--- config.mk ---
export PLATFORM = sky130hd
export DESIGN_NAME = parity_stream_codec_flat
export DESIGN_NICKNAME = d
export VERILOG_FILES = /design/src/rtl/parity_stream_codec_if.sv /design/src/rtl/parity_stream_codec.sv /design/src/flat_wrapper.sv
export SDC_FILE = /design/constraint.sdc
export NUM_CORES = 1
export LEC_CHECK = 0
export CORE_MARGIN = 2
export CORE_UTILIZATION = 30
export DETAILED_ROUTE_END_ITERATION = 10
export PLACE_DENSITY = 0.72
export SLEW_MARGIN = 20
export SYNTH_ARGS = -nofsm -noshare
export SYNTH_HDL_FRONTEND = slang
export SYNTH_SLANG_ARGS = --single-unit
--- constraint.sdc ---
create_clock -name clk -period 1.5 [get_ports clk]
set_input_delay 0.15 -clock clk [delete_from_list [all_inputs] [get_ports clk]]
set_output_delay 0.15 -clock clk [all_outputs]
set_load 0.01 [all_outputs]
--- src/rtl/parity_stream_codec_if.sv ---
// Stream bundle for parity_stream_codec: encoder input, codeword output,
// receive-side checker input and error reporting. odd_mode is shared by
// both paths, so it travels with the bundle.
interface parity_stream_codec_if #(
  parameter int DATA_W = 4,
  parameter int CNT_W  = 8
);

  // shared parity mode
  logic              odd_mode;

  // encoder input stream
  logic              enc_valid;
  logic              enc_ready;
  logic [DATA_W-1:0] enc_data;

  // codeword output stream
  logic              cw_valid;
  logic              cw_ready;
  logic [DATA_W:0]   cw_data;

  // receive-side checker
  logic              chk_valid;
  logic [DATA_W:0]   chk_data;
  logic              clr_count;
  logic              err_pulse;
  logic [CNT_W-1:0]  err_count;

  // Producer / consumer / link side of the codec.
  modport master (
    output odd_mode,
    output enc_valid, enc_data,
    input  enc_ready,
    input  cw_valid, cw_data,
    output cw_ready,
    output chk_valid, chk_data, clr_count,
    input  err_pulse, err_count
  );

  // The codec itself.
  modport slave (
    input  odd_mode,
    input  enc_valid, enc_data,
    output enc_ready,
    output cw_valid, cw_data,
    input  cw_ready,
    input  chk_valid, chk_data, clr_count,
    output err_pulse, err_count
  );

endinterface

--- src/rtl/parity_stream_codec.sv ---
// parity_stream_codec: registered parity encoder with a one-entry output
// register on a valid/ready stream, plus an independent receive-side checker
// that pulses on a bad codeword and keeps a saturating error count.
// Codeword layout is {parity, payload} with parity in the MSB.
module parity_stream_codec #(
  parameter int DATA_W = 4,
  parameter int CNT_W  = 8
) (
  input  logic                   clk,
  input  logic                   rst,
  parity_stream_codec_if.slave   bus
);

  localparam logic [CNT_W-1:0] CNT_MAX  = {CNT_W{1'b1}};
  localparam logic [CNT_W-1:0] CNT_ZERO = {CNT_W{1'b0}};
  localparam logic [CNT_W-1:0] CNT_ONE  = CNT_W'(1);

  // Parity bit that makes the full codeword satisfy the selected mode.
  function automatic logic gen_parity(input logic [DATA_W-1:0] payload,
                                      input logic              odd);
    return (^payload) ^ odd;
  endfunction

  // High when a received codeword violates the selected mode.
  function automatic logic chk_parity_err(input logic [DATA_W:0] cw,
                                          input logic            odd);
    return (^cw) ^ odd;
  endfunction

  // ---------------------------------------------------------------------
  // Encoder path
  // ---------------------------------------------------------------------
  logic              cw_valid_q, cw_valid_d;
  logic [DATA_W:0]   cw_data_q,  cw_data_d;
  logic              enc_ready_s;
  logic              enc_accept_s;
  logic              cw_pop_s;

  // Handshake decode: the slot is free when empty or being drained this cycle.
  always_comb begin
    enc_ready_s  = ~cw_valid_q | bus.cw_ready;
    enc_accept_s = bus.enc_valid & enc_ready_s;
    cw_pop_s     = cw_valid_q & bus.cw_ready;
  end

  // Next state of the output register: push wins over pop, stall holds.
  always_comb begin
    cw_valid_d = cw_valid_q;
    cw_data_d  = cw_data_q;
    if (enc_accept_s) begin
      cw_valid_d = 1'b1;
      cw_data_d  = {gen_parity(bus.enc_data, bus.odd_mode), bus.enc_data};
    end else if (cw_pop_s) begin
      // Slot drains; payload is left as-is since it is don't-care when invalid.
      cw_valid_d = 1'b0;
      cw_data_d  = cw_data_q;
    end else begin
      cw_valid_d = cw_valid_q;
      cw_data_d  = cw_data_q;
    end
  end

  // Output register; reset drops any in-flight codeword.
  always_ff @(posedge clk) begin
    if (rst) begin
      cw_valid_q <= 1'b0;
      cw_data_q  <= {(DATA_W+1){1'b0}};
    end else begin
      cw_valid_q <= cw_valid_d;
      cw_data_q  <= cw_data_d;
    end
  end

  // ---------------------------------------------------------------------
  // Checker path
  // ---------------------------------------------------------------------
  logic              err_s;
  logic              err_pulse_q, err_pulse_d;
  logic [CNT_W-1:0]  err_count_q, err_count_d;

  // Error detect and counter update; clear beats a simultaneous error.
  always_comb begin
    err_s       = bus.chk_valid & chk_parity_err(bus.chk_data, bus.odd_mode);
    err_pulse_d = err_s;
    err_count_d = err_count_q;
    if (bus.clr_count) begin
      err_count_d = CNT_ZERO;
    end else if (err_s && (err_count_q != CNT_MAX)) begin
      err_count_d = err_count_q + CNT_ONE;
    end else begin
      err_count_d = err_count_q;
    end
  end

  // Checker registers.
  always_ff @(posedge clk) begin
    if (rst) begin
      err_pulse_q <= 1'b0;
      err_count_q <= CNT_ZERO;
    end else begin
      err_pulse_q <= err_pulse_d;
      err_count_q <= err_count_d;
    end
  end

  // ---------------------------------------------------------------------
  // Outputs: all registered except enc_ready, which must see cw_ready
  // in the same cycle to sustain full rate.
  // ---------------------------------------------------------------------
  assign bus.enc_ready = enc_ready_s;
  assign bus.cw_valid  = cw_valid_q;
  assign bus.cw_data   = cw_data_q;
  assign bus.err_pulse = err_pulse_q;
  assign bus.err_count = err_count_q;

endmodule
--- src/flat_wrapper.sv ---
// flat-port wrapper written by rule: the top's interface ports become plain ports
module parity_stream_codec_flat 
#(
  parameter int DATA_W = 4,
  parameter int CNT_W  = 8
)
  (clk, rst, bus_odd_mode, bus_enc_valid, bus_enc_data, bus_enc_ready, bus_cw_valid, bus_cw_data, bus_cw_ready, bus_chk_valid, bus_chk_data, bus_clr_count, bus_err_pulse, bus_err_count);
  parity_stream_codec_if #(.DATA_W(DATA_W), .CNT_W(CNT_W)) bus_i ();
  input  logic clk;
  input  logic rst;
  input wire logic [$bits(bus_i.odd_mode)-1:0] bus_odd_mode;
  input wire logic [$bits(bus_i.enc_valid)-1:0] bus_enc_valid;
  input wire logic [$bits(bus_i.enc_data)-1:0] bus_enc_data;
  output wire logic [$bits(bus_i.enc_ready)-1:0] bus_enc_ready;
  output wire logic [$bits(bus_i.cw_valid)-1:0] bus_cw_valid;
  output wire logic [$bits(bus_i.cw_data)-1:0] bus_cw_data;
  input wire logic [$bits(bus_i.cw_ready)-1:0] bus_cw_ready;
  input wire logic [$bits(bus_i.chk_valid)-1:0] bus_chk_valid;
  input wire logic [$bits(bus_i.chk_data)-1:0] bus_chk_data;
  input wire logic [$bits(bus_i.clr_count)-1:0] bus_clr_count;
  output wire logic [$bits(bus_i.err_pulse)-1:0] bus_err_pulse;
  output wire logic [$bits(bus_i.err_count)-1:0] bus_err_count;
  assign bus_i.odd_mode = bus_odd_mode;
  assign bus_i.enc_valid = bus_enc_valid;
  assign bus_i.enc_data = bus_enc_data;
  assign bus_enc_ready = bus_i.enc_ready;
  assign bus_cw_valid = bus_i.cw_valid;
  assign bus_cw_data = bus_i.cw_data;
  assign bus_i.cw_ready = bus_cw_ready;
  assign bus_i.chk_valid = bus_chk_valid;
  assign bus_i.chk_data = bus_chk_data;
  assign bus_i.clr_count = bus_clr_count;
  assign bus_err_pulse = bus_i.err_pulse;
  assign bus_err_count = bus_i.err_count;
  parity_stream_codec #(.DATA_W(DATA_W), .CNT_W(CNT_W)) u_core (.clk(clk), .rst(rst), .bus(bus_i));
endmodule
==> flow_summary.toml <==
[outcome]
outcome = "finished clean"

[route]
drt_pass1_iterations = 4
avgViaCountPerCell = 5.07
drt_iter0_drc = 20
route.detailed.drc = 0
wl_per_cell_um = 13.4
routed.top_layer = "met4"
detail-route-antenna-nets = 0
met1_length_mm = 1.01
vias = 847
wl_met2_mm = 1.05
met3_length_um = 133
wirelength_mm = 2.24

[critical_path]
cp_data_arrival_time_ns = 1.69
worst-path-max-fanout = 3
required_ns = 1.72
criticalPathCategory = "reg -> reg"
cp-start-kind = "flip-flop"
critPathCaptureType = "flip-flop"

[power]
internal_power_uw = 676
seq_power_share = 0.453
combPwrFrac = 0.301
p_sw_uw = 255
power_switching_share = 0.274
irDropWorstVdd_uv = 453
clkPwrFrac = 0.247
power_density_nw_per_um2 = 705
leakagePower_nw = 0.505

[clock_tree]
cts.path.max_buffers = 2
worstSkewPairLatency_ns = 0.28
root_buffer = "clkbuf_4"
cts_buffers = 3
ctsHoldBuffers = 0
tritoncts = "done"
h-tree-depth = 1
clk_pin_slew_ns = 0.09
cts_sinks = 15

[global_routing]
grt_use_total = 0.143
grt_pass1_vias = 741
grt_max_degree = 11
grt_remaining_overflow = 0
antenna_found_initial = 0
grt_pass1_wl_mm = 3.40

[yosys]
synthDistinctLibCells = 24
ys_seq_elements = 15
ys_warn_count = 0
syn_nets = 109
yosys.cell_count.top_type = "dfxtp_1"
async_flop_share = 0
synth_common_cells = "dfxtp_1 (15), nand2_1 (14), a21oi_1 (9)"
synth_ff_type = "dfxtp_1"
synth_seq_area_share = 0.380
synth.area.top_cells = "dfxtp_1 (38%), nand2_1 (6.6%), mux2i_1 (6.3%), a21oi_1 (5.7%), xnor3_1 (5.7%)"
avgSynthCellArea_sq_um = 8.60
syn_area_sq_um = 791
synth_top_area_frac = 0.380
synth-edff-count = 0
synth_cells = 92
synth_top_cell_by_area = "dfxtp_1"

[worst_hold_path]
hold_class = "reg -> reg"

[layout]
nNetsFinal = 155
final_area_sq_um = 1320
final_cells = 167
syn2layout_area_growth_pct = 66.9
drive_gt1_frac = 0.248
utilization = 0.533
n_antenna_cell = 0

[sta]
fmax_mhz = 678
hold_ws_ns = 0.459
period_share = 0.984
skew_ns = 0.00189
slew_violations = 0
rsz0062_at_grt = "true"
fin_crit_ns = 1.48
setup_viol = 0
relSlewSlack = 0.761
hold_viol_final = 0
worstMarginPinSlew_ns = 0.355

[placed_design]
place_inst = 159
io_buffers = 31
gp_congestion = 0.819
dpl-instance-area_sq_um = 1200
dp_hpwl_mm = 1.59

[floorplan]
ioPinCount = 32
die_area_sq_um = 3060
die_w_um = 55.3
initial_utilization = 0.319
placementRows = 18
die_y_um = 55.3
coreArea_sq_um = 2480

[run]
max-cap-violations = 0
## metrics by stage
step	setup WS (ns)	power [mW]	setup TNS [ns]
after global routing	-0.00797	0.977	-0.0107
after CTS	0.00135	0.907	0
after detailed placement	-0.589	0.656	-4.32
after global placement	-0.524	0.650	-3.72
final	0.0240	0.931	0
after floorplan	-0.00750	0.555	-0.00976
## layout by cell type, fill, tap and decap left out, types with 3 or more instances in the layout
cell type | Yosys | layout
mux2i_1 | 5 | 5
clkdlybuf4s50_1 | 0 | 25
buf_4 | 0 | 14
dfxtp_1 | 15 | 12
inv_1 | 5 | 5
or3_1 | 4 | 4
dlygate4sd2_1 | 0 | 3
clkbuf_4 | 0 | 3
nand3_1 | 7 | 7
nand2_1 | 14 | 14
o31ai_1 | 3 | 3
a21oi_1 | 9 | 8
dfxtp_2 | 0 | 3
## metal layers
layer,GRT usage,vias to the layer above
met5,0,-
met4,0.0662,0
met3,0.0656,4
met2,0.206,26
met1,0.180,389
li1,-,428
## final cells by class
type                       count  area (sq um)
fill                         238          1160
tap                           30          37.5
timing repair buffer          45           402
multi-input combinational     68           532
clock buffer                   4          26.3
sequential                    15           304
inverter                       5          18.8
## critical path, cell delays in order, from the launching register on
cell and delay [ns]:
dfxtp_2 0.33, and4_1 0.22, a41o_1 0.28, or4_4 0.43, a21oi_2 0.15
## what timing repair did
action / in CTS / in global routing
setup buffers: 0 / 3
pin swaps: 5 / 5
endpoints found under the setup margin: 8 / 7
gates resized for setup: 13 / 10
gates cloned: 1 / 0
## cells by family (layout without fill, tap and decap cells)
logic type                 after synthesis  in the layout  share of synthesized area
AOI/OAI and AO/OA                       14             14                      0.104
xor gates and xnor gates                 7              8                      0.112
adders and majority gates                1              1                     0.0158
buffers and inverters                   10             54                     0.0570
DFF                                     15             15                      0.380
muxes                                    5              5                     0.0633
and+or+nand+nor                         40             40                      0.267
## sequential cells by signal, summed over array words and instances (netlist names)
signal                flops
u_core.bus.cw_valid       1
u_core.bus.err_pulse      1
u_core.bus.cw_data        5
u_core.bus.err_count      8
## power groups by stage
stage                     Combinational, mW  Sequential, mW  Clock, mW
final                                 0.280           0.421      0.230
after global routing                  0.300           0.424      0.253
after CTS                             0.252           0.422      0.233
after detailed placement              0.225           0.431          0
after global placement                0.219           0.430          0
after floorplan                       0.114           0.440          0
## final timing paths
| kind | start | slack (ns) | to | cells after the start |
|---|---|---|---|---|
| hold / removal | u_core.bus.cw_data[4]$_SDFFE_PP0P_ | 0.46 | u_core.bus.cw_data[4]$_SDFFE_PP0P_ | 2 |
| setup reg to reg | u_core.bus.err_count[3]$_SDFFE_PP0P_ | 0.02 | u_core.bus.err_count[3]$_SDFFE_PP0P_ | 4 |
| hold reg to reg | u_core.bus.cw_data[4]$_SDFFE_PP0P_ | 0.46 | u_core.bus.cw_data[4]$_SDFFE_PP0P_ | 2 |
| setup / recovery | u_core.bus.err_count[3]$_SDFFE_PP0P_ | 0.02 | u_core.bus.err_count[3]$_SDFFE_PP0P_ | 4 |
Power figures use the tool's default switching activity.
